### config.mk
export PLATFORM = sky130hd
export DESIGN_NAME = tone_scheduler
export DESIGN_NICKNAME = d
export VERILOG_FILES = /design/src/rtl/tone_scheduler.sv
export SDC_FILE = /design/constraint.sdc
export NUM_CORES = 1
export LEC_CHECK = 0
export BUFFER_PORTS_ARGS = -buffer_cell sky130_fd_sc_hd__buf_2
export CAP_MARGIN = 20
export CORE_MARGIN = 2
export CORE_UTILIZATION = 44
export CTS_BUF_LIST = sky130_fd_sc_hd__clkbuf_8
export DETAILED_ROUTE_END_ITERATION = 6
export PLACE_DENSITY = 0.63
export SLEW_MARGIN = 25
export SYNTH_ARGS = -nofsm -noshare
export SYNTH_HDL_FRONTEND = slang
export SYNTH_SLANG_ARGS = --single-unit
export TNS_END_PERCENT = 100
### constraint.sdc
create_clock -name clk_50MHz -period 3.52 [get_ports clk_50MHz]
set_input_delay 0.704 -clock clk_50MHz [delete_from_list [all_inputs] [get_ports clk_50MHz]]
set_output_delay 0.704 -clock clk_50MHz [all_outputs]
set_load 0.03 [all_outputs]
### src/rtl/tone_scheduler.sv
// -----------------------------------------------------------------------------
// tone_scheduler
//
// Queues note requests from four debounced buttons and plays them one at a
// time on a piezo buzzer. Each note is a square wave lasting NOTE_CYCLES clocks.
// A silent gap of GAP_CYCLES clocks follows each note.
//
// Build option:
//   TONE_SCHED_RR_EN  defined   -> round-robin arbitration between pending notes
//                     undefined -> fixed priority, req[0] highest
//
// Ports:
//   clk_50MHz  in   1  sole clock, rising edge
//   reset      in   1  synchronous, active-low reset
//   req        in   4  level note requests, one per button
//   abort      in   1  level, cuts the note currently playing short
//   buzzer     out  1  square-wave tone to the piezo
//   grant      out  4  one-hot index of the note playing, 0 outside PLAY
//   busy       out  1  high whenever the scheduler is not idle
//   note_done  out  1  one-cycle pulse when a note ends
// -----------------------------------------------------------------------------
module tone_scheduler #(
  parameter int NOTE_CYCLES = 25000000,
  parameter int GAP_CYCLES  = 2500000,
  parameter int HP0         = 95555,
  parameter int HP1         = 90194,
  parameter int HP2         = 50619,
  parameter int HP3         = 47778
) (
  input  logic       clk_50MHz,
  input  logic       reset,
  input  logic [3:0] req,
  input  logic       abort,
  output logic       buzzer,
  output logic [3:0] grant,
  output logic       busy,
  output logic       note_done
);

  typedef enum logic [1:0] {
    IDLE = 2'd0,
    ARB  = 2'd1,
    PLAY = 2'd2,
    GAP  = 2'd3
  } state_t;

  // Counters count down to zero from (length - 1), so a phase of length N
  // occupies exactly N cycles.
  localparam logic [24:0] NOTE_LOAD = 25'(NOTE_CYCLES - 1);
  localparam logic [24:0] GAP_LOAD  = 25'(GAP_CYCLES - 1);

  state_t      state_r;
  state_t      next_state_s;
  logic [3:0]  req_q_r;
  logic [3:0]  pending_r;
  logic [3:0]  rise_s;
  logic [3:0]  pick_s;
  logic [3:0]  clr_s;
  logic [24:0] dur_r;
  logic [24:0] tone_r;

  // Reload value of the tone counter for a one-hot requester.
  function automatic logic [24:0] hp_load(input logic [3:0] onehot);
    logic [24:0] hp;
    case (onehot)
      4'b0001: hp = 25'(HP0 - 1);
      4'b0010: hp = 25'(HP1 - 1);
      4'b0100: hp = 25'(HP2 - 1);
      4'b1000: hp = 25'(HP3 - 1);
      default: hp = 25'd0;
    endcase
    return hp;
  endfunction

`ifdef TONE_SCHED_RR_EN
  logic [1:0] rr_ptr_r;

  // First pending bit found searching upward from the one after last.
  function automatic logic [3:0] pick_rr(input logic [3:0] p, input logic [1:0] last);
    logic [3:0] g;
    logic [1:0] idx;
    logic       found;
    g     = 4'b0000;
    found = 1'b0;
    for (int i = 1; i < 5; i++) begin
      idx = last + i[1:0];
      if (!found && p[idx]) begin
        g[idx] = 1'b1;
        found  = 1'b1;
      end else begin
        found = found;
      end
    end
    return g;
  endfunction

  function automatic logic [1:0] encode(input logic [3:0] onehot);
    logic [1:0] e;
    case (onehot)
      4'b0010: e = 2'd1;
      4'b0100: e = 2'd2;
      4'b1000: e = 2'd3;
      default: e = 2'd0;
    endcase
    return e;
  endfunction

  // Round-robin choice among pending requests.
  always_comb begin
    pick_s = pick_rr(pending_r, rr_ptr_r);
  end

  // Pointer remembers the last granted index; moves only on a grant.
  always_ff @(posedge clk_50MHz) begin
    if (!reset) begin
      rr_ptr_r <= 2'd3;
    end else if (state_r == ARB && pick_s != 4'b0000) begin
      rr_ptr_r <= encode(pick_s);
    end else begin
      rr_ptr_r <= rr_ptr_r;
    end
  end
`else
  function automatic logic [3:0] pick_fixed(input logic [3:0] p);
    logic [3:0] g;
    if (p[0]) begin
      g = 4'b0001;
    end else if (p[1]) begin
      g = 4'b0010;
    end else if (p[2]) begin
      g = 4'b0100;
    end else if (p[3]) begin
      g = 4'b1000;
    end else begin
      g = 4'b0000;
    end
    return g;
  endfunction

  // Fixed-priority choice among pending requests.
  always_comb begin
    pick_s = pick_fixed(pending_r);
  end
`endif

  // Edge detect and grant-clear terms for the pending register.
  always_comb begin
    rise_s = req & ~req_q_r;
    if (state_r == ARB) begin
      clr_s = pick_s;
    end else begin
      clr_s = 4'b0000;
    end
  end

  // Next-state logic.
  always_comb begin
    next_state_s = state_r;
    case (state_r)
      IDLE: begin
        if (pending_r != 4'b0000) begin
          next_state_s = ARB;
        end else begin
          next_state_s = IDLE;
        end
      end
      ARB: begin
        next_state_s = PLAY;
      end
      PLAY: begin
        if (abort || dur_r == 25'd0) begin
          next_state_s = GAP;
        end else begin
          next_state_s = PLAY;
        end
      end
      GAP: begin
        if (dur_r != 25'd0) begin
          next_state_s = GAP;
        end else if (pending_r != 4'b0000) begin
          next_state_s = ARB;
        end else begin
          next_state_s = IDLE;
        end
      end
      default: begin
        next_state_s = IDLE;
      end
    endcase
  end

  // State register.
  always_ff @(posedge clk_50MHz) begin
    if (!reset) begin
      state_r <= IDLE;
    end else begin
      state_r <= next_state_s;
    end
  end

  // Request queue, counters and registered outputs.
  always_ff @(posedge clk_50MHz) begin
    if (!reset) begin
      req_q_r   <= 4'b0000;
      pending_r <= 4'b0000;
      dur_r     <= 25'd0;
      tone_r    <= 25'd0;
      grant     <= 4'b0000;
      buzzer    <= 1'b0;
      busy      <= 1'b0;
      note_done <= 1'b0;
    end else begin
      req_q_r   <= req;
      // A new edge on the bit being granted keeps it queued (set wins).
      pending_r <= (pending_r & ~clr_s) | rise_s;
      busy      <= (next_state_s != IDLE);
      note_done <= (state_r == PLAY) && (next_state_s == GAP);

      if (next_state_s == PLAY && state_r != PLAY) begin
        dur_r  <= NOTE_LOAD;
        tone_r <= hp_load(pick_s);
        grant  <= pick_s;
        buzzer <= 1'b0;
      end else if (next_state_s == PLAY) begin
        // Staying in PLAY implies dur_r is non-zero, so no wrap.
        dur_r <= dur_r - 25'd1;
        if (tone_r == 25'd0) begin
          tone_r <= hp_load(grant);
          buzzer <= ~buzzer;
        end else begin
          tone_r <= tone_r - 25'd1;
        end
      end else if (next_state_s == GAP && state_r != GAP) begin
        dur_r  <= GAP_LOAD;
        tone_r <= 25'd0;
        grant  <= 4'b0000;
        buzzer <= 1'b0;
      end else if (next_state_s == GAP) begin
        dur_r  <= dur_r - 25'd1;
        tone_r <= 25'd0;
        grant  <= 4'b0000;
        buzzer <= 1'b0;
      end else begin
        dur_r  <= 25'd0;
        tone_r <= 25'd0;
        grant  <= 4'b0000;
        buzzer <= 1'b0;
      end
    end
  end

endmodule

# Yosys cells after proc, flatten, opt, wreduce, memory -nomap -nowiden

Cells that the tools add are included.

Register bits: 67
Input bits: 7
Output and inout port bits: 7
Logic and storage cells: 68

$add $sub $neg: 2
Equality and inequality tests: 16
Muxes and demuxes: 20
Bitwise operators: 8
Reductions and logical operators: 12

Operators by type and width:

| cell                    | number |
|---|---|
| $mux W25                | 7 |
| $pmux W17 S4            | 2 |
| $logic_not A25 Y1       | 2 |
| $sub A25 B1 Y25 const B | 2 |
| $mux W4                 | 7 |
| $reduce_bool A25 Y1     | 1 |
| $and A4 B4 Y4           | 2 |
| $eq A2 B2 Y1 const B    | 4 |
| $eq A4 B1 Y1 const B    | 2 |
| $eq A4 B2 Y1 const B    | 2 |
| $eq A4 B3 Y1 const B    | 2 |
| $eq A4 B4 Y1 const B    | 2 |
| $not A4 Y4              | 2 |
| $pmux W2 S4             | 1 |
| $ne A2 B2 Y1 const B    | 2 |
| $or A4 B4 Y4            | 1 |
| $reduce_bool A4 Y1      | 1 |
| $logic_and A1 B1 Y1     | 3 |
| $not A1 Y1              | 3 |
| $reduce_or A3 Y1        | 1 |
| $eq A2 B1 Y1 const B    | 1 |
| $logic_not A2 Y1        | 1 |
| $mux W1                 | 2 |
| $mux W2                 | 1 |
| 4 further kinds         | 4 |

# Logic depth before layout (Yosys ltp)

Gate-level depths: netlist of the first run.

Depth after elaboration: 9
Mapped depth: 8
Mapped depth without buffers: 7

# Worst setup path after synthesis of the first run

OpenSTA, ideal clock, no wires.

Path type: register to register
Start point: register dur_r[0]
End point: register dur_r[13]
Library setup time: 140 ps
Data arrival time: 2290 ps
Required time: 3380 ps
Slack: 1091 ps
Stages on the path, launching flop included: 8
Buffers on the path: 0
Clock period less this slack: 2429 ps
Cells stage by stage: dfxtp_1 -> inv_1 -> ha_1 -> or4b_4 -> or4b_4 -> or3_4 -> o211ai_4 -> o21ai_0

Longest elaborated chain between the ends: 9
Elaborated cells on any way between the ends: 15
Those cells by class: 1 x add/sub; 2 x eq/ne; 7 x mux; 5 x reduce/logical

Ends and longest elaborated chain:

| item                                            | line     | text |
|---|---|---|
| start, declared                                 | 59       | `logic [24:0] dur_r;` |
| start signal, assigned                          | 226      | `dur_r <= dur_r - 25'd1;` |
| start signal, assigned                          | 239      | `dur_r <= dur_r - 25'd1;` |
| $logic_not A25 Y1                               | 171      | `if (abort \|\| dur_r == 25'd0) begin` |
| $logic_or A1 B1 Y1                              | 171      |  |
| $mux W1                                         | 171      |  |
| $pmux W2 S4                                     | 159      | `case (state_r)` |
| $eq A2 B2 Y1                                    | 233, 238 |  |
| $mux W25 or $logic_and A1 B1 Y1 (tied branches) | 238, 233 |  |
| $mux W25                                        | 233      | `end else if (next_state_s == GAP && state_r != GAP) begin` |
| $mux W25                                        | 224      | `end else if (next_state_s == PLAY) begin` |
| $mux W25 (*)                                    | 219      | `if (next_state_s == PLAY && state_r != PLAY) begin` |

Mark *: on every way between the ends. The rest lies on a longest branch, timed or not.
A chain may end at the register's enable or synchronous reset.

# Final worst setup path of the first run

Ends and elaborated chain as after synthesis.

==> parameters.txt, run 1 <==
Parameter                              Value

Floorplan
  Die width    91.19 um
  Height of the chip    91.19 um
  Die outline area    0.008315 mm^2
  Starting utilization of the core area    45.86%
  Placement Rows    31
  I/O pin count    14
  Core Area    0.007292 mm^2

Layout
  Number of inserted filler cells in the final layout    743
  Post-layout instance area    0.003697 mm^2
  Antenna diode count    0
  Register area    0.001341 mm^2
  Multi-input logic area    0.001871 mm^2
  Layout cell share with drive strength beyond 1    12.94%
  Area Growth Syn to Fin    10.55%
  Count of nets after finishing    407

Yosys
  Mux contribution to synthesized area    0.5986%
  Number of warnings printed during yosys synthesis    0
  Post-Synth Simple-Gate Area    25.25%
  XOR/XNOR share of the synthesized area    12.57%
  Synthesized area    0.003344 mm^2
  Net count after synthesis    396
  Number of instances in the synthesized netlist    386
  Portion of synthesized cell area occupied by the leading cell type    40.10%
  Seq/Total Area, Yosys    40.10%
  Most used DFF post-synth    sky130_fd_sc_hd__dfxtp_1
  Number of enable flip-flop cells after synthesis    0
  Share of synthesized cell area in full adder, half adder and majority cells    1.122%
  Compound-cell area share of the yosys netlist    16.39%
  Flops & latches, synth    67
  Avg Synthesized Cell Area    8.664 um^2
  Top cells by area, synth    sky130_fd_sc_hd__dfxtp_1, sky130_fd_sc_hd__xnor2_1, sky130_fd_sc_hd__o21ai_0, sky130_fd_sc_hd__nor2_1, sky130_fd_sc_hd__nor3_1
  Unique masters post-synth    54
  Biggest area consumer among synthesized cells    sky130_fd_sc_hd__dfxtp_1
  Post-synth ARST share    0%
  Largest family of logic cells by synthesized area    simple AND/OR/NAND/NOR gates

Setup path
  Largest fanout on the critical path    12
  Critical Path Most Common Cell    sky130_fd_sc_hd__or4b_4
  Max stage delay on crit path    0.62 ns
  Required time reported for the critical path endpoint    3.71 ns
  Ordered list of cells on the worst path    inv_1 > ha_1 > or4b_4 > or4b_4 > or3_4 > o211ai_4 > o21ai_0
  Kind of end point of the critical path    flip-flop
  WS Path Type    reg2reg
  Critical path arrival    2.93 ns
  Nature of the critical path startpoint    flip-flop
  Worst-path cell with the longest stage delay    sky130_fd_sc_hd__or4b_4

CTS
  Worst-path clk slew    0.08 ns
  H-tree levels    3
  Post-cts resize count    0
  Worst skew pair latency    0.34 ns
  Number of hold buffers added after cts    0
  Sink Count    67
  Number of buffers added by the clock tree synthesis step    9
  Clock tree root buffer cell    sky130_fd_sc_hd__clkbuf_8
  Post-CTS setup buffer count    0
  Clock tree from TritonCTS    built
  Maximum buffer depth of the clock tree    2

Timing
  Achievable frequency    365.8 MHz
  Worst-Margin Slew    0.7889 ns
  Total negative slack    0 ns
  Final slew viol count    0
  Post-route clock skew    0.009607 ns
  Final Hold Slack    0.5025 ns
  Number of hold violations in the final report    0
  Share of the clock period used by the worst path after layout    77.66%
  Slew Limit Headroom    47.00%
  RSZ-0062 raised after global routing    no
  Final setup violating endpoints    0
  Final critical delay including setup and external delays    2.734 ns
  Setup slack after layout    0.7862 ns

Drt
  Via-per-instance ratio    5.423
  First-iteration detailed-routing DRC count    118
  Iteration count of the initial detailed-routing pass    4
  Post-route antenna net violation count    0
  Final routed DRC violation total    0
  Final wirelength    6.940 mm
  Routed length per instance    13.85 um
  Detailed-route via count    2717

Global route
  Pin count of the biggest net entering global routing    18
  Number of antenna violations at the first check in global routing    0
  Overflow left after global routing    0
  Global-route wire length before repair    12.41 mm
  GRT Total Usage    18.48%
  Number of global-route vias before repair    2701

Placement
  Weighted congestion at the end of routability-driven global placement    0.8134
  Post-Place Setup Slack    0.7829 ns
  Standard cell area after detailed placement    0.003480 mm^2
  Post-DP HPWL    4.981 mm
  Count of input and output buffers    13

Pwr
  VDD IR max    333.8 uV
  Leakage power of the design    1.466 nW
  Areal power density over the cells    730.6 mW/mm^2

Status
  Run status    finished, final reports clean

Min path
  Type of the worst min-delay path    reg2reg

Job
  Maximum capacitance violations    0
-- registers in the layout, indices dropped and copies added (netlist names) --
signal / count
busy: 1
buzzer: 1
dur_r: 25
grant: 4
note_done: 1
pending_r: 4
req_q_r: 4
state_r: 2
tone_r: 25
-- layout by cell type, fill, tap and decap left out, drive strengths merged, types with 8 or more instances in the layout --
cell	instances
xor2	10
inv	14
nor2	41
dfxtp	67
clkbuf	9
or3	10
xnor2	38
nor4	12
o21ai	41
nand3	8
nor3	25
a21oi	14
nand2	21
buf	17
-- stage by stage --
step	power, mW	cells	utilization [%]
2_1_floorplan	1.848	386	-
3_3_place_gp	2.017	485	47.72
3_5_place_dp	2.028	485	47.72
4_1_cts	2.730	501	50.70
5_1_grt	2.910	501	50.70
6_report	2.701	501	50.70
-- logic make-up after synthesis --
kind of cell	count (synthesis)
buffers and inverters	30
adder cells (fa/ha/maj)	3
AO/OA/AOI/OAI	85
flip-flops	67
AND/OR/NAND/NOR	151
XOR/XNOR	48
multiplexers	2
-- worst paths after layout --
check | startpoint | to | slack (ns) | depth (start not counted)
max | dur_r[0]$_SDFF_PN0_ | dur_r[13]$_SDFF_PN0_ | 0.79 | 7
min | req_q_r[1]$_SDFF_PN0_ | pending_r[1]$_SDFF_PN0_ | 0.50 | 2
max reg2reg | dur_r[0]$_SDFF_PN0_ | dur_r[13]$_SDFF_PN0_ | 0.79 | 7
min reg2reg | req_q_r[1]$_SDFF_PN0_ | pending_r[1]$_SDFF_PN0_ | 0.50 | 2
-- cells in the mapped netlist (8+ instances only) --
cell                        n
sky130_fd_sc_hd__dfxtp_1   67
sky130_fd_sc_hd__nor2_1    41
sky130_fd_sc_hd__xnor2_1   38
sky130_fd_sc_hd__o21ai_0   34
sky130_fd_sc_hd__nor3_1    23
sky130_fd_sc_hd__nand2_1   20
sky130_fd_sc_hd__a21oi_1   13
sky130_fd_sc_hd__inv_1     13
sky130_fd_sc_hd__clkbuf_1  10
sky130_fd_sc_hd__xor2_1    10
sky130_fd_sc_hd__nor4_1     9
sky130_fd_sc_hd__nand3_1    8
sky130_fd_sc_hd__or3_1      8
-- cell type report --
| type | instances | area share [%] |
|---|---|---|
| sequential | 67 | 36.28 |
| multi-input combinational | 289 | 50.59 |
| clock buffer | 9 | 3.350 |
| tap | 99 | 3.350 |
| timing repair buffer | 17 | 2.572 |
| clock inverter | 7 | 2.538 |
| inverter | 13 | 1.320 |
-- per-layer routing --
layer	global-route usage [%]	routed length, um	up-vias
met5	0	0	-
met4	6.566	80	0
met3	5.477	250	6
met2	30.99	3367	41
met1	22.50	3242	1289
li1	-	-	1381
-- power breakdown --
part	leakage, nW	internal, mW	switching [mW]	total [mW]
sequential	0.548	0.849	0.0973	0.946
combinational	0.807	0.461	0.605	1.07
clock	0.111	0.397	0.292	0.689
total	1.47	1.71	0.994	2.70
-- worst max-delay path, delay by kind of cell (launching register included) --
kind / cells / cell delay, ns
flops: 1 / 0.33
fa+ha+maj: 1 / 0.18
compound gates: 2 / 0.42
buf+inv: 1 / 0.06
simple gates: 3 / 1.58
No activity file was read; power rests on OpenSTA's default activity.
==> run 2: changes to the inputs <==
PLACE_DENSITY = 0.65   (was 0.63)
clock period = 2.4 ns   (was 3.52 ns; I/O delays follow)
==> run 2 against run 1 <==
Compared with the run above:
- the run now ends with negative setup slack left
- cell area up 5.8%
- count of clock-buffer cells in the layout is 1 higher
- maximum frequency up 12%
- power up 51%
- register-to-register slack got worse by 0.83 ns
- via count increased by 2.8%
- largest cell class unchanged
- largest power group unchanged
- highest routed layer unchanged
==> parameters.txt, run 2 (synthesized netlist as in run 1, its figures left out) <==
Parameter                              Value

Status
  Run status    finished, violations left
  Violations in the final reports    negative setup slack

Pwr
  Areal power density over the cells    1044 mW/mm^2 (+43%)
  VDD IR max    551.1 uV (+65%)
  Leakage power of the design    1.577 nW (+7.6%)

CTS
  Number of buffers added by the clock tree synthesis step    9 (unchanged)
  H-tree levels    3 (unchanged)
  Sink Count    67 (unchanged)
  Maximum buffer depth of the clock tree    2 (unchanged)
  Worst-path clk slew    0.08 ns (about the same)
  Clock tree from TritonCTS    built
  Clock tree root buffer cell    sky130_fd_sc_hd__clkbuf_8
  Worst skew pair latency    0.35 ns (about the same)

Floorplan
  Die outline area    0.008315 mm^2 (unchanged)
  Placement Rows    31 (unchanged)
  Die width    91.19 um (unchanged)
  Starting utilization of the core area    45.86% (unchanged)
  Height of the chip    91.19 um (unchanged)
  I/O pin count    14 (unchanged)
  Core Area    0.007292 mm^2 (unchanged)

Layout
  Count of nets after finishing    432 (+6.1%)
  Leading cell types in the layout, fill and taps excluded    sky130_fd_sc_hd__dfxtp_1, sky130_fd_sc_hd__nor2_1, sky130_fd_sc_hd__xnor2_1
  Registers with the highest flip-flop counts    dur_r (25), tone_r (25)
  Layout cell share with drive strength beyond 1    19.20% (+6.3 points)
  Number of standard cells in the final layout excluding fillers    526 (+5.0%)
  Area Growth Syn to Fin    16.98%
  Number of inserted filler cells in the final layout    735 (-1.1%)
  Most common cell after layout, fill and taps aside    sky130_fd_sc_hd__dfxtp_1
  Antenna diode count    0 (unchanged)

Timing
  Final Hold Slack    0.3377 ns (-0.1648 ns)
  Post-route clock skew    0.01075 ns (+0.001143 ns)
  Slew Limit Headroom    60.81% (+14 points)
  Share of the clock period used by the worst path after layout    101.9% (+24 points)
  RSZ-0062 raised after global routing    yes
  Worst-Margin Slew    0.5864 ns (-0.2025 ns)
  Final critical delay including setup and external delays    2.445 ns (-0.2891 ns)
  Final setup violating endpoints    10 (+10)
  Number of hold violations in the final report    0 (unchanged)
  Achievable frequency    409.0 MHz (+12%)
  Final slew viol count    0 (unchanged)
  Setup slack after layout    -0.04470 ns (-0.8309 ns)

Placement
  Count of input and output buffers    13 (unchanged)
  Placed cell count    507 (+4.5%)
  Weighted congestion at the end of routability-driven global placement    0.7968 (-2.0%)
  Post-Place Setup Slack    -0.1384 ns (-0.9213 ns)
  Post-DP HPWL    5.158 mm (+3.6%)

Drt
  Via-per-instance ratio    5.310 (-2.1%)
  First-iteration detailed-routing DRC count    67 (-43%)
  Routed length on met3    210 um (-16%)
  Detailed-route via count    2793 (+2.8%)
  Met2 WL    3.578 mm (+6.3%)
  Iteration count of the initial detailed-routing pass    4 (unchanged)
  Final wirelength    7.370 mm (+6.2%)
  Uppermost routed layer    met4
  Post-route antenna net violation count    0 (unchanged)
  Routed length per instance    14.01 um (+1.1%)
  Final routed DRC violation total    0 (unchanged)
  Wire length on met1    3.447 mm (+6.3%)

Setup path
  Max stage delay on crit path    0.56 ns (-0.06 ns)
  Ordered list of cells on the worst path    inv_2 > ha_4 > or4b_4 > or4b_4 > o31a_2 > o21ai_0 > o21ai_0
  Worst-path cell with the longest stage delay    sky130_fd_sc_hd__or4b_4
  Critical path arrival    2.65 ns (-0.28 ns)
  Required time reported for the critical path endpoint    2.61 ns (-1.10 ns)
  WS Path Type    reg2reg
  Kind of end point of the critical path    flip-flop
  Largest fanout on the critical path    10 (-2)
  Nature of the critical path startpoint    flip-flop

Global route
  GRT Total Usage    18.84% (+0.36 points)
  Number of antenna violations at the first check in global routing    0 (unchanged)
  Pin count of the biggest net entering global routing    18 (unchanged)
  Number of global-route vias before repair    2678 (-0.85%)
  Overflow left after global routing    0 (unchanged)
  Global-route wire length before repair    12.58 mm (+1.3%)

Min path
  Type of the worst min-delay path    in2reg

Job
  Maximum capacitance violations    0 (unchanged)
## run 2: cell types whose count changed in the layout (fill, tap and decap cells not counted), sizes merged
cell / previous run / this run
buf: 17 / 41
bufinv: 2 / 0
o211ai: 1 / 2
inv: 14 / 13
clkinvlp: 1 / 3
clkbuf: 9 / 10
## run 2: layout make-up
type | count | area, um^2 | share of cell area [%]
timing repair buffer | 41 | 275.3 | 7.036
clock inverter | 6 | 41.29 | 1.055
clock buffer | 10 | 137.6 | 3.518
tap | 99 | 123.9 | 3.166
inverter | 13 | 48.80 | 1.247
multi-input combinational | 290 | 1943 | 49.66
sequential | 67 | 1343 | 34.31
## run 2: metal layers
| metal | track usage [%] | vias to the layer above |
|---|---|---|
| met3 | 4.647 | 11 |
| met2 | 31.54 | 37 |
| met5 | 0 | - |
| met4 | 7.323 | 0 |
| li1 | - | 1431 |
| met1 | 23.29 | 1314 |
## run 2: path summary, 6_finish.rpt
path	startpoint	to	slack, ns	cells after the start
setup / recovery	dur_r[0]$_SDFF_PN0_	tone_r[10]$_SDFF_PN0_	-0.04	7
hold / removal	req[3]	req_q_r[3]$_SDFF_PN0_	0.34	2
setup reg to reg	dur_r[0]$_SDFF_PN0_	tone_r[10]$_SDFF_PN0_	-0.04	7
hold reg to reg	req_q_r[2]$_SDFF_PN0_	pending_r[2]$_SDFF_PN0_	0.51	3
## run 2: what timing repair did
action / 4_1_cts / 5_1_grt
hold buffers: 0 / 0
pin swaps: 1 / 4
gates cloned: 1 / 0
gates resized for setup: 8 / 8
setup endpoints to repair: 22 / 50
buffers inserted: 0 / 2
## run 2: critical path: cells and delay by family (launching register included)
family / cells / cell delay, ns
AOI/OAI and AO/OA: 3 / 0.77
and+or+nand+nor: 2 / 1.02
buffers and inverters: 1 / 0.06
DFF: 1 / 0.33
adders and majority gates: 1 / 0.12
## run 2: stage by stage
step	power [mW]	area (um^2)	TNS, ns	util, %
after detailed placement	3.170	3645	-0.9632	49.98
after global routing	4.393	3913	-2.365	53.65
after CTS	4.039	3850	-0.4047	52.80
after global placement	3.147	3645	-0.2207	49.98
final	4.084	3913	-0.2148	53.65
after floorplan	2.711	3344	0	-
## run 2: where the power goes
part	switching, mW	internal (mW)
combinational	0.994	0.870
clock	0.440	0.400
sequential	0.134	1.25
total	1.57	2.52
